--- src/rtl/mips_ctrl_pkg.sv ---
// Shared encodings for the multi-cycle MIPS main control FSM.
// Opcodes, ALU/mux selects and the state enum live here.
package mips_ctrl_pkg;

  localparam logic [5:0] OP_RTYPE = 6'h00;
  localparam logic [5:0] OP_LW    = 6'h23;
  localparam logic [5:0] OP_SW    = 6'h2B;
  localparam logic [5:0] OP_BEQ   = 6'h04;
  localparam logic [5:0] OP_ORI   = 6'h0D;
  localparam logic [5:0] OP_J     = 6'h02;

  localparam logic [1:0] ALUOP_ADD  = 2'b00;
  localparam logic [1:0] ALUOP_SUB  = 2'b01;
  localparam logic [1:0] ALUOP_FUNC = 2'b10;
  localparam logic [1:0] ALUOP_ORI  = 2'b11;

  localparam logic [1:0] PCSRC_ALU    = 2'b00;
  localparam logic [1:0] PCSRC_ALUOUT = 2'b01;
  localparam logic [1:0] PCSRC_JUMP   = 2'b10;
  localparam logic [1:0] PCSRC_REGA   = 2'b11;

  localparam logic [1:0] SRCB_REGB  = 2'b00;
  localparam logic [1:0] SRCB_FOUR  = 2'b01;
  localparam logic [1:0] SRCB_IMM   = 2'b10;
  localparam logic [1:0] SRCB_IMMSH = 2'b11;

  typedef enum logic [3:0] {
    IDLE   = 4'd0,
    FETCH  = 4'd1,
    DECODE = 4'd2,
    MEMADR = 4'd3,
    MEMRD  = 4'd4,
    MEMWB  = 4'd5,
    MEMWR  = 4'd6,
    REX    = 4'd7,
    RWB    = 4'd8,
    BEQ    = 4'd9,
    ORIEX  = 4'd10,
    ORIWB  = 4'd11,
    JMP    = 4'd12
  } state_e;

endpackage

--- src/rtl/mc_wait_timer.sv ---
// Counts consecutive stalled cycles on mem_ready and flags
// the abort cycle once the count reaches TIMEOUT.
module mc_wait_timer #(
  parameter int TIMEOUT = 255
) (
  input  logic clk,
  input  logic reset,
  input  logic waiting,
  input  logic mem_ready,
  output logic expired
);

  localparam logic [7:0] LIMIT = 8'(TIMEOUT);

  logic [7:0] cnt_q;
  logic [7:0] cnt_d;
  logic       stall;

  assign stall   = waiting && !mem_ready;
  assign expired = stall && (cnt_q == LIMIT);

  // Any exit from the wait (completion, abort, other state) clears.
  always_comb begin
    cnt_d = 8'd0;
    if (stall && !expired) cnt_d = cnt_q + 8'd1;
  end

  always_ff @(posedge clk) begin
    if (reset) cnt_q <= 8'd0;
    else       cnt_q <= cnt_d;
  end

endmodule

--- src/rtl/mc_main_ctrl.sv ---
// Multi-cycle MIPS main control FSM with memory ready
// handshake and bounded wait timeout.
module mc_main_ctrl
  import mips_ctrl_pkg::*;
#(
  parameter int TIMEOUT = 255
) (
  input  logic       clk,
  input  logic       reset,
  input  logic [5:0] Opcode,
  input  logic       JR,
  input  logic       mem_ready,
  output logic       PCWrite,
  output logic       PCWriteCond,
  output logic       IorD,
  output logic       MemRead,
  output logic       MemWrite,
  output logic       IRWrite,
  output logic       MemtoReg,
  output logic       RegDst,
  output logic       RegWrite,
  output logic       AluSrcA,
  output logic [1:0] AluSrcB,
  output logic [1:0] AluOp,
  output logic [1:0] PCSource,
  output logic       illegal,
  output logic       mem_timeout,
  output logic [3:0] state
);

  state_e state_q;
  state_e state_d;
  logic   waiting;
  logic   expired;

  assign waiting = (state_q == FETCH) || (state_q == MEMRD) ||
                   (state_q == MEMWR);
  assign state   = state_q;

  mc_wait_timer #(.TIMEOUT(TIMEOUT)) u_timer (
    .clk       (clk),
    .reset     (reset),
    .waiting   (waiting),
    .mem_ready (mem_ready),
    .expired   (expired)
  );

  always_comb begin
    state_d     = state_q;
    PCWrite     = 1'b0;
    PCWriteCond = 1'b0;
    IorD        = 1'b0;
    MemRead     = 1'b0;
    MemWrite    = 1'b0;
    IRWrite     = 1'b0;
    MemtoReg    = 1'b0;
    RegDst      = 1'b0;
    RegWrite    = 1'b0;
    AluSrcA     = 1'b0;
    AluSrcB     = SRCB_REGB;
    AluOp       = ALUOP_ADD;
    PCSource    = PCSRC_ALU;
    illegal     = 1'b0;
    mem_timeout = 1'b0;
    unique case (state_q)
      IDLE: state_d = FETCH;
      FETCH: begin
        MemRead = 1'b1;
        AluSrcB = SRCB_FOUR;
        IRWrite = mem_ready;
        PCWrite = mem_ready;
        if (mem_ready) state_d = DECODE;
      end
      DECODE: begin
        AluSrcB = SRCB_IMMSH;
        unique case (Opcode)
          OP_LW, OP_SW: state_d = MEMADR;
          OP_RTYPE:     state_d = REX;
          OP_BEQ:       state_d = BEQ;
          OP_ORI:       state_d = ORIEX;
          OP_J:         state_d = JMP;
          default: begin
            state_d = FETCH;
            illegal = 1'b1;
          end
        endcase
      end
      MEMADR: begin
        AluSrcA = 1'b1;
        AluSrcB = SRCB_IMM;
        state_d = (Opcode == OP_LW) ? MEMRD : MEMWR;
      end
      MEMRD: begin
        MemRead = 1'b1;
        IorD    = 1'b1;
        if (mem_ready) state_d = MEMWB;
      end
      MEMWB: begin
        RegWrite = 1'b1;
        MemtoReg = 1'b1;
        state_d  = FETCH;
      end
      MEMWR: begin
        MemWrite = 1'b1;
        IorD     = 1'b1;
        if (mem_ready) state_d = FETCH;
      end
      REX: begin
        AluSrcA = 1'b1;
        AluOp   = ALUOP_FUNC;
        if (JR) begin
          PCSource = PCSRC_REGA;
          PCWrite  = 1'b1;
          state_d  = FETCH;
        end else begin
          state_d = RWB;
        end
      end
      RWB: begin
        RegWrite = 1'b1;
        RegDst   = 1'b1;
        AluOp    = ALUOP_FUNC;
        state_d  = FETCH;
      end
      BEQ: begin
        AluSrcA     = 1'b1;
        AluOp       = ALUOP_SUB;
        PCWriteCond = 1'b1;
        PCSource    = PCSRC_ALUOUT;
        state_d     = FETCH;
      end
      ORIEX: begin
        AluSrcA = 1'b1;
        AluSrcB = SRCB_IMM;
        AluOp   = ALUOP_ORI;
        state_d = ORIWB;
      end
      ORIWB: begin
        AluSrcA  = 1'b1;
        AluSrcB  = SRCB_IMM;
        AluOp    = ALUOP_ORI;
        RegWrite = 1'b1;
        state_d  = FETCH;
      end
      JMP: begin
        PCWrite  = 1'b1;
        PCSource = PCSRC_JUMP;
        state_d  = FETCH;
      end
      default: state_d = IDLE;
    endcase
    // Abort quiets every strobe and restarts the fetch.
    if (expired) begin
      PCWrite     = 1'b0;
      PCWriteCond = 1'b0;
      IorD        = 1'b0;
      MemRead     = 1'b0;
      MemWrite    = 1'b0;
      IRWrite     = 1'b0;
      MemtoReg    = 1'b0;
      RegDst      = 1'b0;
      RegWrite    = 1'b0;
      AluSrcA     = 1'b0;
      AluSrcB     = SRCB_REGB;
      AluOp       = ALUOP_ADD;
      PCSource    = PCSRC_ALU;
      mem_timeout = 1'b1;
      state_d     = FETCH;
    end
  end

  always_ff @(posedge clk) begin
    if (reset) state_q <= IDLE;
    else       state_q <= state_d;
  end

endmodule

--- config.mk ---
export PLATFORM = sky130hd
export DESIGN_NAME = mc_main_ctrl
export DESIGN_NICKNAME = d
export VERILOG_FILES = /design/src/rtl/mips_ctrl_pkg.sv /design/src/rtl/mc_wait_timer.sv /design/src/rtl/mc_main_ctrl.sv
export SDC_FILE = /design/constraint.sdc
export NUM_CORES = 1
export LEC_CHECK = 0
export CAP_MARGIN = 20
export CORE_MARGIN = 2
export CORE_UTILIZATION = 40
export DETAILED_ROUTE_END_ITERATION = 7
export GPL_ROUTABILITY_DRIVEN = 0
export PLACE_DENSITY = 0.78
export SKIP_LAST_GASP = 1
export SLEW_MARGIN = 20
export SYNTH_ARGS = -nofsm -noshare
export SYNTH_HDL_FRONTEND = slang
export SYNTH_SLANG_ARGS = --single-unit
--- constraint.sdc ---
create_clock -name clk -period 1.86 [get_ports clk]
set_input_delay 0.372 -clock clk [delete_from_list [all_inputs] [get_ports clk]]
set_output_delay 0.372 -clock clk [all_outputs]
set_load 0.05 [all_outputs]
Yosys cells after proc, flatten, opt, wreduce, memory -nomap -nowiden:

Index checks and enable logic that the tools add are counted.

* add/sub/neg operators: 1
* equal/unequal tests: 24
* muxes and demuxes: 39
* bitwise operators: 1
* reductions and logical operators: 23

Operator list (number)
* $pmux W4 S8: 1
* $mux W1: 24
* $eq A4 B4 Y1 const B: 5
* $pmux W4 S5: 1
* $pmux W2 S3: 3
* $eq A4 B3 Y1 const B: 4
* $mux W4: 4
* $reduce_or A2 Y1: 7
* $eq A6 B6 Y1 const B: 2
* $reduce_or A6 Y1: 2
* $mux W2: 5
* $ne A3 B2 Y1 const B: 3
* $add A8 B1 Y8 const B: 1
* $eq A4 B2 Y1 const B: 2
* $eq A8 B8 Y1 const B: 1
* $eq A6 B2 Y1 const B: 1
* $eq A6 B3 Y1 const B: 1
* $eq A6 B4 Y1 const B: 1
* $logic_not A6 Y1: 1
* $ne A2 B2 Y1 const B: 3
* $reduce_and A3 Y1: 2
* $reduce_or A3 Y1: 2
* $reduce_or A5 Y1: 1
* $eq A4 B1 Y1 const B: 1
* 6 further kinds: 10

* register bits after elaboration: 12
* input bits: 10
* logic and storage cells: 91

Logic depth before layout (Yosys ltp):

* word-level depth: 9
* mapped depth: 6
* mapped depth without buffers: 5

Modules after synthesis:

A second synthesis with hierarchy kept.

* cells, all modules: 150
* area, all modules: 1082.3 um2

By module, submodules not included
* mc_main_ctrl: times used 1, cells each 108, area each 718.2 um2, sequential area each 80.1 um2
* mc_wait_timer: times used 1, cells each 42, area each 364.1 um2, sequential area each 160.2 um2

Worst setup path after synthesis:

OpenSTA, ideal clock, no wires.

* kind: register -> output
* start: register state_q[0], in the netlist state[0]
* end: output port MemRead
* arrival time: 4087 ps
* required time: 1488 ps
* path slack: -2599 ps
* stages on the path, launching flop included: 7
* path buffers: 2
* path through: dfxtp_1 > buf_4 > nand2b_1 > a211o_1 > and2b_1 > buf_2 > a2111oi_0

* cells in the longest elaborated chain, start to end: 6
* elaborated cells on any way between the ends: 10

RTL lines
* start: declaration: RTL line mc_main_ctrl.sv:31 `state_e state_q;`
* start signal: assignment: RTL line mc_main_ctrl.sv:174 `else state_q <= state_d;`
* $eq A4 B1 Y1 / $eq A4 B3 Y1 (equally long branches): RTL line mc_main_ctrl.sv:36, mc_main_ctrl.sv:65
* $logic_or A1 B1 Y1 (2 in series): RTL line mc_main_ctrl.sv:36 `assign waiting = (state_q == FETCH) || (state_q == MEMRD) ||`
* $logic_and A1 B1 Y1: RTL line mc_wait_timer.sv:19 `assign stall = waiting && !mem_ready;`
* $logic_and A1 B1 Y1: RTL line mc_wait_timer.sv:20 `assign expired = stall && (cnt_q == LIMIT);`
* $mux W1 (*): RTL line mc_main_ctrl.sv:153 `if (expired) begin`
* end: declaration: RTL line mc_main_ctrl.sv:16 `output logic MemRead,`

Every way passes the cells marked *; elsewhere a longest branch is shown, timed or not.

Worst setup path after layout:

* start: input port mem_ready
* end: output port AluSrcB[0]

* cells in the longest elaborated chain, start to end: 4

RTL lines
* start: declaration: RTL line mc_main_ctrl.sv:12 `input logic mem_ready,`
* $logic_not A1 Y1: RTL line mc_wait_timer.sv:19
* $logic_and A1 B1 Y1: RTL line mc_wait_timer.sv:19
* $logic_and A1 B1 Y1: RTL line mc_wait_timer.sv:20
* $mux W2: RTL line mc_main_ctrl.sv:153
* end: declaration: RTL line mc_main_ctrl.sv:23 `output logic [1:0] AluSrcB,`

No other way between the ends.

==> run summary <==
• ordered cell list for the critical path: clkdlybuf4s50_1, a211o_1, and2b_2, buf_12, nor4_4, buf_12
• synthesized instance count: 132
• fin cells: 236
• required time reported for the critical path endpoint: 1.49 ns
• floorplan row count: 18
• r2r startpoint: state[1]$_SDFFE_PP0P_
• portion of the post-synthesis area used by sequential elements: 0.243
• GR met1 Demand/Resource: 0.359
• die outline width: 53.7 um
• met2 track demand over resource in global routing: 0.530
• residual DRC count: 0
• startpoint type of the worst setup path: primary input
• worst flop-to-flop path endpoint: u_timer.cnt_q[2]$_SDFF_PP0_
• wire length of the first global-routing pass: 6420 um
• register bit count reported by yosys: 12
• top achievable clock speed: 416 MHz
• power density relative to cell area: 623 mW/mm2
• area of the mapped netlist: 990 um2
• quantity of hold-fixing buffers added after cts: 0
• fraction of synthesized cell area taken by the top area cell type: 0.243
• met3 Track Usage GR: 0.0694
• # diodes: 0
• fin area: 0.00226 mm2
• WL/cell: 23.9 um
• Final Hold Fails: 0
• register area: 253 um2
• Setup Skew: 0.0202 ns
• drt pass-1 iters: 7
• Worst path slowest cell: clkdlybuf4s50_1
• Detail Route Antenna Nets: 0
• DP Area: 0.00186 mm2
• vias per cell: 6.41
• arrival time of data at the critical path endpoint: 2.03 ns
• nets@finish: 218
• last element of the critical path: AluSrcB[0]
• reg-to-reg slack, setup: -0.18 ns
• clock tree from TritonCTS: built
• largest net degree at the start of global routing: 20
• buffer levels on the longest clock path: 2
• Filler cells: 69
• post-synthesis average cell area: 7.50 um2
• post-route clock period utilization: 1.29
• worst skew pair latency: 0.30 ns
• most used routing layer: met2
• Vias: 1513
• syn_nets: 143
• CTS Root Cell: clkbuf_4
• Num Clock Sinks: 12
• Area growth, synth to finish: 128%
• final total power: 1.41 mW
• CP max stage delay: 0.54 ns
• Die Area: 0.00289 mm2
• post-place setup slack: -0.457 ns
• Post-Place Cells: 216
• clock-pin slew on the worst setup and hold paths: 0.06 ns
• vias in the first global route: 1371
• final setup margin: -0.545 ns
• ports placed on the boundary: 32
• outcome: finished with violations
• Iter 0 DRT Violations: 84
• height of the die: 53.7 um
• unrepaired setup endpoints after global routing: true
• CP dominant cell by count: buf_12
• Crit. End Element: output port
• CTS HTree Levels: 1
• slew at the pin with the worst max-slew slack: 0.456 ns
• Inserted Clock Buffers: 3
• dpl hpwl: 2510 um
• critical path launch point: mem_ready
• min Tclk post-route: 2.41 ns
• leakage power: 0.827 nW
• start-to-end type of the worst setup path: in -> out
• remaining max-slew budget at the tightest pin: 0.688
• violated checks: negative setup slack
• final routed wirelength across all metal layers: 5650 um
• number of slew-limit violations in the final report: 0
• Core ar.: 0.00241 mm2
• cell type contributing the most total cell area after synthesis: dfxtp_1
• final setup violation count: 27
• Total Routing Usage GR: 0.317
• Total Neg Setup Slack: -5.91 ns
• number of warnings printed during yosys synthesis: 0
• share of final-layout standard cells stronger than drive strength 1: 0.612
• max_cap viols: 0
• leading post-synthesis cells by cell area: dfxtp_1 (24%), nor2_1 (5.7%), xnor2_1 (5.3%), nor3_1 (4.6%), a2111oi_0 (4.4%)
• footprint of the multi-input gates: 988 um2
• antenna violations before repair: 0
• number of I/O port buffers: 31
• Worst R2R Path Depth: 7
• total congestion overflow after global routing: 0
• Worst Hold Class: reg -> reg
• worst-case vdd ir drop: 0.898 mV
• Initial Utilization: 0.411
• biggest fanout along the worst timing path: 5
• worst hold path cell count: 2
• Synth cell types: 45
## state kept, by name, indices dropped and copies added (netlist names)
signal         flops
state              4
u_timer.cnt_q      8
## worst max-delay path, delay by kind of cell
kind | cells | cell delay (ns)
buf+inv | 3 | 0.86
simple gates | 2 | 0.62
compound gates | 1 | 0.17
## layout by cell type, fill, tap and decap left out, drive strengths merged, types with 2 or more instances in the layout
master | netlist | layout
inv | 4 | 4
xnor2 | 6 | 6
nor2 | 22 | 22
a2111oi | 6 | 6
o21ai | 3 | 3
nand3b | 2 | 2
xor2 | 2 | 2
buf | 4 | 73
dfxtp | 12 | 12
clkbuf | 6 | 4
nor4 | 3 | 3
clkdlybuf4s50 | 0 | 4
nand2b | 4 | 4
o21bai | 2 | 2
nand2 | 10 | 10
a31oi | 3 | 3
a21o | 3 | 3
nor3 | 9 | 9
clkdlybuf4s15 | 0 | 2
a21oi | 3 | 3
nand3 | 6 | 6
or3 | 2 | 2
## where the power goes
| part | switching, mW | internal, mW | leakage, nW |
|---|---|---|---|
| combinational | 0.497 | 0.443 | 0.713 |
| sequential | 0.0118 | 0.271 | 0.0997 |
| clock | 0.0994 | 0.0836 | 0.0150 |
| total | 0.609 | 0.798 | 0.827 |
## cell families after synthesis
kind of cell	count (synthesis)	synth area share
AOI/OAI and AO/OA	31	0.244
xor gates and xnor gates	8	0.0708
adders and majority gates	1	0.0126
buffers and inverters	14	0.0733
DFF	12	0.243
and+or+nand+nor	66	0.357
## layout make-up
cell class / instances / area share
Inverter: 4 / 0.00776
Clock buffer: 4 / 0.0116
Tap cell: 30 / 0.0166
Multi-Input combinational cell: 106 / 0.438
Timing Repair Buffer: 80 / 0.414
Sequential cell: 12 / 0.112
## metrics by stage
stage                     hold WS (ns)   util
after CTS                        0.535  0.862
after global routing             0.599  0.937
final                            0.591  0.937
after floorplan                  0.434      -
after detailed placement         0.524  0.773
after global placement           0.511  0.773
## layer usage
metal | wire length, um | part of all wire | up-vias
met1 | 1840 | 0.33 | 693
met4 | 485 | 0.086 | 0
met2 | 2840 | 0.50 | 132
li1 | - | - | 639
met5 | 0 | 0 | -
met3 | 480 | 0.085 | 49
## cell usage after synthesis
cell type   n
o21bai_1    2
xor2_1      2
nor3_1      9
nand2b_1    4
nor2_2      6
nand3b_1    2
buf_6       2
a311oi_1    1
o31ai_1     1
clkbuf_1    6
or4b_1      1
a211o_1     1
inv_1       4
o311ai_0    1
xnor2_1     6
nor4b_1     1
nor2_4      1
buf_4       1
dfxtp_1    12
ha_1        1
a21oi_1     3
and2b_1     1
o22a_1      1
or2_2       1
or3_1       2
nor2_1     15
a2111oi_2   1
a31oi_1     3
a311o_1     1
a211oi_1    1
nand4b_1    1
o22ai_1     1
a2111o_1    1
nand3_1     6
or3b_1      1
a2111oi_0   5
buf_2       1
a21o_1      3
nor2b_1     1
a221o_1     1
o21ai_0     3
nor4_1      3
or4_1       1
nand2_1    10
a31o_2      1
## worst min path at each step
stage	to	slack, ns	startpoint
CTS	u_timer.cnt_q[0]$_SDFF_PP0_	0.53	u_timer.cnt_q[0]$_SDFF_PP0_
finish	u_timer.cnt_q[0]$_SDFF_PP0_	0.59	u_timer.cnt_q[0]$_SDFF_PP0_
global route	u_timer.cnt_q[0]$_SDFF_PP0_	0.60	u_timer.cnt_q[0]$_SDFF_PP0_
floorplan	state[1]$_SDFFE_PP0P_	0.43	reset
global placement	u_timer.cnt_q[0]$_SDFF_PP0_	0.51	u_timer.cnt_q[0]$_SDFF_PP0_
detailed placement	u_timer.cnt_q[0]$_SDFF_PP0_	0.52	u_timer.cnt_q[0]$_SDFF_PP0_
## repair_timing
action	in CTS	in global routing
gates resized for setup	38	35
pin swaps	9	9
gates cloned	1	0
buffers inserted	10	6
endpoints found under the hold margin	0	0
endpoints found under the setup margin	25	25
Note: power is estimated with default switching activity, not from simulation.
